==> src/rtl/debounce_pulse_gen_pkg.sv <==
// Shared definitions for the push-button conditioning path: FSM state
// encodings, default parameter values and counter sizing helpers.
// Optional feature macro used by importers: AUTO_REPEAT_EN.
package debounce_pulse_gen_pkg;

  // 2-bit encodings are fixed so status taps and other input blocks agree.
  typedef enum logic [1:0] {
    IDLE         = 2'd0,
    PRESS_WAIT   = 2'd1,
    PRESSED      = 2'd2,
    RELEASE_WAIT = 2'd3
  } state_t;

  localparam int DEF_SYNC_STAGES     = 2;
  localparam int DEF_DEBOUNCE_CYCLES = 4;
  localparam int DEF_REPEAT_DELAY    = 16;
  localparam int DEF_REPEAT_PERIOD   = 4;

  function automatic int max_int(input int a, input int b);
    return (a > b) ? a : b;
  endfunction

  // Counter must hold the largest terminal value any state compares against.
  function automatic int cnt_width(input int deb, input int rd, input int rp);
    return $clog2(max_int(max_int(deb, rd), rp) + 1);
  endfunction

endpackage

==> src/rtl/debounce_pulse_gen_bit_synchronizer.sv <==
// Multi-flop synchroniser for a single asynchronous level into clk.
// Latency: STAGES cycles from input sample to q.
// No handshake; q follows d continuously, cleared by synchronous reset.
module bit_synchronizer #(
  parameter int STAGES = 2
) (
  input  logic clk,
  input  logic reset,
  input  logic d,
  output logic q
);

  logic [STAGES-1:0] sr;

  // Shift chain; only the last flop is used downstream.
  always_ff @(posedge clk) begin
    if (reset) begin
      sr <= '0;
    end else begin
      sr <= {sr[STAGES-2:0], d};
    end
  end

  assign q = sr[STAGES-1];

endmodule

==> src/rtl/debounce_pulse_gen.sv <==
// Button conditioner: synchronise, debounce, one-cycle en_pulse per accepted press.
// Latency: en_pulse/btn_stable change SYNC_STAGES+DEBOUNCE_CYCLES+1 edges after input.
// No backpressure; macro AUTO_REPEAT_EN adds held-button auto-repeat pulses.
module debounce_pulse_gen
  import debounce_pulse_gen_pkg::*;
#(
  parameter int SYNC_STAGES     = DEF_SYNC_STAGES,
  parameter int DEBOUNCE_CYCLES = DEF_DEBOUNCE_CYCLES,
  parameter int REPEAT_DELAY    = DEF_REPEAT_DELAY,
  parameter int REPEAT_PERIOD   = DEF_REPEAT_PERIOD
) (
  input  logic clk,
  input  logic reset,
  input  logic btn_in,
  output logic en_pulse,
  output logic btn_stable
);

  localparam int CNT_W = cnt_width(DEBOUNCE_CYCLES, REPEAT_DELAY, REPEAT_PERIOD);

  // The wait states enter with cnt=1 (the sample that triggered the entry), so
  // acceptance happens on the edge where cnt has reached DEBOUNCE_CYCLES; this
  // gives the documented SYNC_STAGES+DEBOUNCE_CYCLES+1 edge latency and a
  // single-cycle wait state when DEBOUNCE_CYCLES=1.
  localparam logic [CNT_W-1:0] CNT_ZERO = '0;
  localparam logic [CNT_W-1:0] CNT_ONE  = CNT_W'(1);
  localparam logic [CNT_W-1:0] DEB_END  = CNT_W'(DEBOUNCE_CYCLES);

  logic             btn_sync;
  state_t           state;
  state_t           state_nxt;
  logic [CNT_W-1:0] cnt;
  logic [CNT_W-1:0] cnt_nxt;
  logic             stable_nxt;
  logic             pulse_nxt;

`ifdef AUTO_REPEAT_EN
  // cnt counts held cycles in PRESSED; first terminal is the initial delay,
  // afterwards the repeat period. Pulse fires on the cycle cnt hits terminal.
  localparam logic [CNT_W-1:0] RD_END = CNT_W'(REPEAT_DELAY - 1);
  localparam logic [CNT_W-1:0] RP_END = CNT_W'(REPEAT_PERIOD - 1);

  logic rep_phase;
  logic rep_phase_nxt;
`endif

  // Saturating increment: cnt never wraps even if a terminal is missed.
  function automatic logic [CNT_W-1:0] sat_inc(input logic [CNT_W-1:0] v);
    return (&v) ? v : v + CNT_ONE;
  endfunction

  bit_synchronizer #(
    .STAGES(SYNC_STAGES)
  ) u_sync (
    .clk  (clk),
    .reset(reset),
    .d    (btn_in),
    .q    (btn_sync)
  );

  // Next-state, counter and output decode; the FSM sees only btn_sync.
  always_comb begin
    state_nxt  = state;
    cnt_nxt    = cnt;
    stable_nxt = btn_stable;
    pulse_nxt  = 1'b0;
`ifdef AUTO_REPEAT_EN
    rep_phase_nxt = rep_phase;
`endif
    case (state)
      IDLE: begin
        if (btn_sync) begin
          state_nxt = PRESS_WAIT;
          cnt_nxt   = CNT_ONE;
        end
      end
      PRESS_WAIT: begin
        if (!btn_sync) begin
          // Press bounce: drop back silently.
          state_nxt = IDLE;
          cnt_nxt   = CNT_ZERO;
        end else if (cnt == DEB_END) begin
          state_nxt  = PRESSED;
          stable_nxt = 1'b1;
          pulse_nxt  = 1'b1;
          cnt_nxt    = CNT_ZERO;
`ifdef AUTO_REPEAT_EN
          rep_phase_nxt = 1'b0;
`endif
        end else begin
          cnt_nxt = sat_inc(cnt);
        end
      end
      PRESSED: begin
        if (!btn_sync) begin
          // Release takes priority over any repeat due on this edge.
          state_nxt = RELEASE_WAIT;
          cnt_nxt   = CNT_ONE;
        end else begin
`ifdef AUTO_REPEAT_EN
          if (cnt == (rep_phase ? RP_END : RD_END)) begin
            pulse_nxt     = 1'b1;
            cnt_nxt       = CNT_ZERO;
            rep_phase_nxt = 1'b1;
          end else begin
            cnt_nxt = sat_inc(cnt);
          end
`endif
        end
      end
      RELEASE_WAIT: begin
        if (btn_sync) begin
          // Release bounce: back to held, repeat timing restarts.
          state_nxt = PRESSED;
          cnt_nxt   = CNT_ZERO;
`ifdef AUTO_REPEAT_EN
          rep_phase_nxt = 1'b0;
`endif
        end else if (cnt == DEB_END) begin
          state_nxt  = IDLE;
          stable_nxt = 1'b0;
          cnt_nxt    = CNT_ZERO;
        end else begin
          cnt_nxt = sat_inc(cnt);
        end
      end
      default: begin
        state_nxt = IDLE;
        cnt_nxt   = CNT_ZERO;
      end
    endcase
  end

  // State, counter and registered outputs; reset wins and suppresses any pulse.
  always_ff @(posedge clk) begin
    if (reset) begin
      state      <= IDLE;
      cnt        <= CNT_ZERO;
      btn_stable <= 1'b0;
      en_pulse   <= 1'b0;
`ifdef AUTO_REPEAT_EN
      rep_phase  <= 1'b0;
`endif
    end else begin
      state      <= state_nxt;
      cnt        <= cnt_nxt;
      btn_stable <= stable_nxt;
      en_pulse   <= pulse_nxt;
`ifdef AUTO_REPEAT_EN
      rep_phase  <= rep_phase_nxt;
`endif
    end
  end

endmodule

==> config.mk <==
export PLATFORM = sky130hd
export DESIGN_NAME = debounce_pulse_gen
export DESIGN_NICKNAME = d
export VERILOG_FILES = /design/src/rtl/debounce_pulse_gen_pkg.sv /design/src/rtl/debounce_pulse_gen_bit_synchronizer.sv /design/src/rtl/debounce_pulse_gen.sv
export SDC_FILE = /design/constraint.sdc
export NUM_CORES = 1
export LEC_CHECK = 0
export CELL_PAD_IN_SITES_DETAIL_PLACEMENT = 2
export CELL_PAD_IN_SITES_GLOBAL_PLACEMENT = 2
export CORE_UTILIZATION = 30
export CTS_CLUSTER_SIZE = 20
export DETAILED_ROUTE_END_ITERATION = 7
export GPL_TIMING_DRIVEN = 0
export PLACE_DENSITY = 0.72
export SETUP_SLACK_MARGIN = 0.4
export SYNTH_ARGS = -nofsm -noshare
export SYNTH_HDL_FRONTEND = slang
export SYNTH_SLANG_ARGS = --single-unit
==> constraint.sdc <==
create_clock -name clk -period 1.5 [get_ports clk]
set_input_delay 0.375 -clock clk [delete_from_list [all_inputs] [get_ports clk]]
set_output_delay 0.375 -clock clk [all_outputs]
set_load 0.02 [all_outputs]
==> flow_metrics.env <==
export IMPL_min_period_ns=1.41
export IMPL_yosysTopAreaCell="dfxtp_1"
export IMPL_finalHoldViolations=0
export IMPL_hold_path_depth=1
export IMPL_final_setup_tns_ns=0
export IMPL_path_max_fanout=6
export IMPL_synth_compound_area_frac=0.259
export IMPL_ys_seq_area_frac=0.390
export IMPL_yosysWarningCount=0
export IMPL_use_met2=0.272
export IMPL_met1_usage=0.271
export IMPL_synth_top_family_by_area="compound AO/OA/AOI/OAI gates"
export IMPL_cp_top_family="flip-flops"
export IMPL_status="finished clean"
export IMPL_async_flop_share=0
export IMPL_arrival_ns=1.59
export IMPL_path_buf_inv=2
export IMPL_grt_max_degree=10
export IMPL_clk_latency_ns=0.28
export IMPL_synth_fp_nets=63
export IMPL_synthCells=58
export IMPL_slew_viol_final=0
export IMPL_die_w_um=45.4
export IMPL_synth_main_ff_cell="dfxtp_1"
export IMPL_clock_sinks=11
export IMPL_die_area_um2=2060
export IMPL_grt_use_total=0.196
export IMPL_hold_path_class="register to register"
export IMPL_min_period_over_period=0.942
export IMPL_fmax_mhz=708
export IMPL_rows=15
export IMPL_avgSynthCellArea_um2=9.73
export IMPL_slowest_stage="dfxtp_4"
export IMPL_syn_area_um2=564
export IMPL_slowest_delay_ns=0.42
export IMPL_setup_slack_ns=0.0866
export IMPL_cts_root_buffer="clkbuf_4"
export IMPL_crit_chain="ha_4 > nand4_1 > buf_4 > buf_4 > o221a_1"
export IMPL_place_hpwl_um=1050
export IMPL_leakagePower_uw=0.000280
export IMPL_h_tree_depth=1
export IMPL_setup_violations=0
export IMPL_hold_ws_ns=0.449
export IMPL_core_um2=1750
export IMPL_vdd_drop_max_mv=0.510
export IMPL_synth_area_leaders="dfxtp_1 39%, a2111oi_4 4.9%, ha_1 4.4%"
export IMPL_wirelength_um=1800
export IMPL_r2r_cells=5
export IMPL_fp_dieH_um=45.4
export IMPL_cp_depth=5
export IMPL_dr_first_iter_drc_count=6
export IMPL_num_io_pins=5
export IMPL_antenna_found_initial=0
export IMPL_rsz0062_at_grt="true"
export IMPL_grt_busiest_layer="met2"
export IMPL_syn2layout_area_growth_pct=50.8
export IMPL_drive_gt1_frac=0.514
export IMPL_drc_errors=0
export IMPL_path_clk_slew_ns=0.08
export IMPL_required_ns=1.67
export IMPL_synth_fa_ha_area_frac=0.0443
export IMPL_max_cap_violations=0
export IMPL_grt_pass1_vias=523
export IMPL_worst_slew_pin_slew_ns=0.523
export IMPL_hold_buffers=0
export IMPL_vias=545
export IMPL_startpoint_type="register"
export IMPL_grt_overflow=0
export IMPL_synthMuxAreaShare=0
export IMPL_pwr_density_cell_nw_per_um2=722
export IMPL_synth_edff_count=0
export IMPL_gp_congestion=0.683
export IMPL_relSlewSlack=0.652
export IMPL_start_util=0.323
export IMPL_postRouteAntennaNets=0
export IMPL_timing_critical_path_mode_cell="buf_4"
export IMPL_dp_slack_ns=0.00247
export IMPL_critPathCaptureType="register"
export IMPL_grt_pass1_wl_um=2730
export IMPL_via_per_inst=5.51
export IMPL_cts_tree="built"
export IMPL_grt_met3_usage=0.0357
export IMPL_numPortBuffers=3
export IMPL_yosysMostFrequentCell="dfxtp_1"
export IMPL_avgRoutedWirePerCell_um=18.2
export IMPL_final_nets=80
export IMPL_numCtsBuffers=3
export IMPL_clock_path_buffers=2
export IMPL_synth_xor_area_share=0.0599
export IMPL_clock_skew_ns=0.00132
export IMPL_firstDrtPassIters=4
export IMPL_diodes=0
export IMPL_synth_top_area_frac=0.390
export IMPL_ys_types=28
export IMPL_synth_seq_cells=11
export IMPL_crit_type="register to register"
export IMPL_synth_common_cells="11 x dfxtp_1, 6 x inv_1, 4 x nand4_1"
export IMPL_yosys_area_share_simple=0.200
==> flip-flops by register name, indices dropped and copies added, names as in the netlist, named ones only <==
signal	cells
cnt	5
u_sync.sr	2
btn_stable	1
en_pulse	1
state	1
==> metal layers <==
layer | wire length, um | share of wire | vias to the layer above
li1 | - | - | 255
met1 | 874 | 0.49 | 269
met2 | 806 | 0.45 | 13
met3 | 48 | 0.027 | 8
met4 | 72 | 0.040 | 0
met5 | 0 | 0 | -
==> cell type report <==
class	count	area, um^2
Timing Repair Buffer	12	104
Sequential cell	11	233
Multi-Input combinational cell	40	428
Inverter	6	25.0
Clock buffer	4	26.3
Fill cell	191	895
Tap cell	25	31.3
Buffer	1	3.75
==> final timing paths <==
| check | from | slack, ns | to |
|---|---|---|---|
| max | cnt[0]$_SDFFE_PP0P_ | 0.09 | cnt[1]$_SDFFE_PP0P_ |
| min | u_sync.sr[0]$_SDFF_PP0_ | 0.45 | u_sync.sr[1]$_SDFF_PP0_ |
| max reg2reg | cnt[0]$_SDFFE_PP0P_ | 0.09 | cnt[1]$_SDFFE_PP0P_ |
| min reg2reg | u_sync.sr[0]$_SDFF_PP0_ | 0.45 | u_sync.sr[1]$_SDFF_PP0_ |
==> logic make-up (layout without fill, tap and decap cells) <==
| family | Yosys count | after routing |
|---|---|---|
| flip-flops | 11 | 11 |
| buffers and inverters | 7 | 23 |
| XOR/XNOR | 3 | 3 |
| AO/OA/AOI/OAI | 16 | 16 |
| AND/OR/NAND/NOR | 19 | 19 |
| adder cells (fa/ha/maj) | 2 | 2 |
==> timing repair <==
action,in CTS,in global routing
setup endpoints to repair,11,11
setup buffers,7,2
resized for setup,19,12
pin swaps,6,5
==> stage by stage <==
step / std cells / total power, uW / instance area, um^2 / utilization
2_1_floorplan: 58 / 358 / 603 / -
5_1_grt: 99 / 630 / 851 / 0.487
3_5_place_dp: 86 / 382 / 664 / 0.381
3_3_place_gp: 86 / 381 / 664 / 0.381
6_report: 99 / 614 / 851 / 0.487
4_1_cts: 97 / 596 / 808 / 0.463
==> where the power goes <==
part	internal [uW]	leakage, uW	switching [uW]
Clock	103	0.0000150	115
Sequential	302	0.0000928	15.9
Combinational	38.7	0.000172	39.5
Total	444	0.000280	170
==> cells in the final DEF, fill, tap and decap left out, types with 3 or more instances in the layout <==
| master | n |
|---|---|
| buf_4 | 8 |
| buf_6 | 3 |
| clkbuf_4 | 3 |
| dfxtp_1 | 5 |
| dfxtp_2 | 4 |
| inv_1 | 4 |
| nand4_1 | 4 |
| o211ai_1 | 3 |
(Power assumes the default switching activity.)
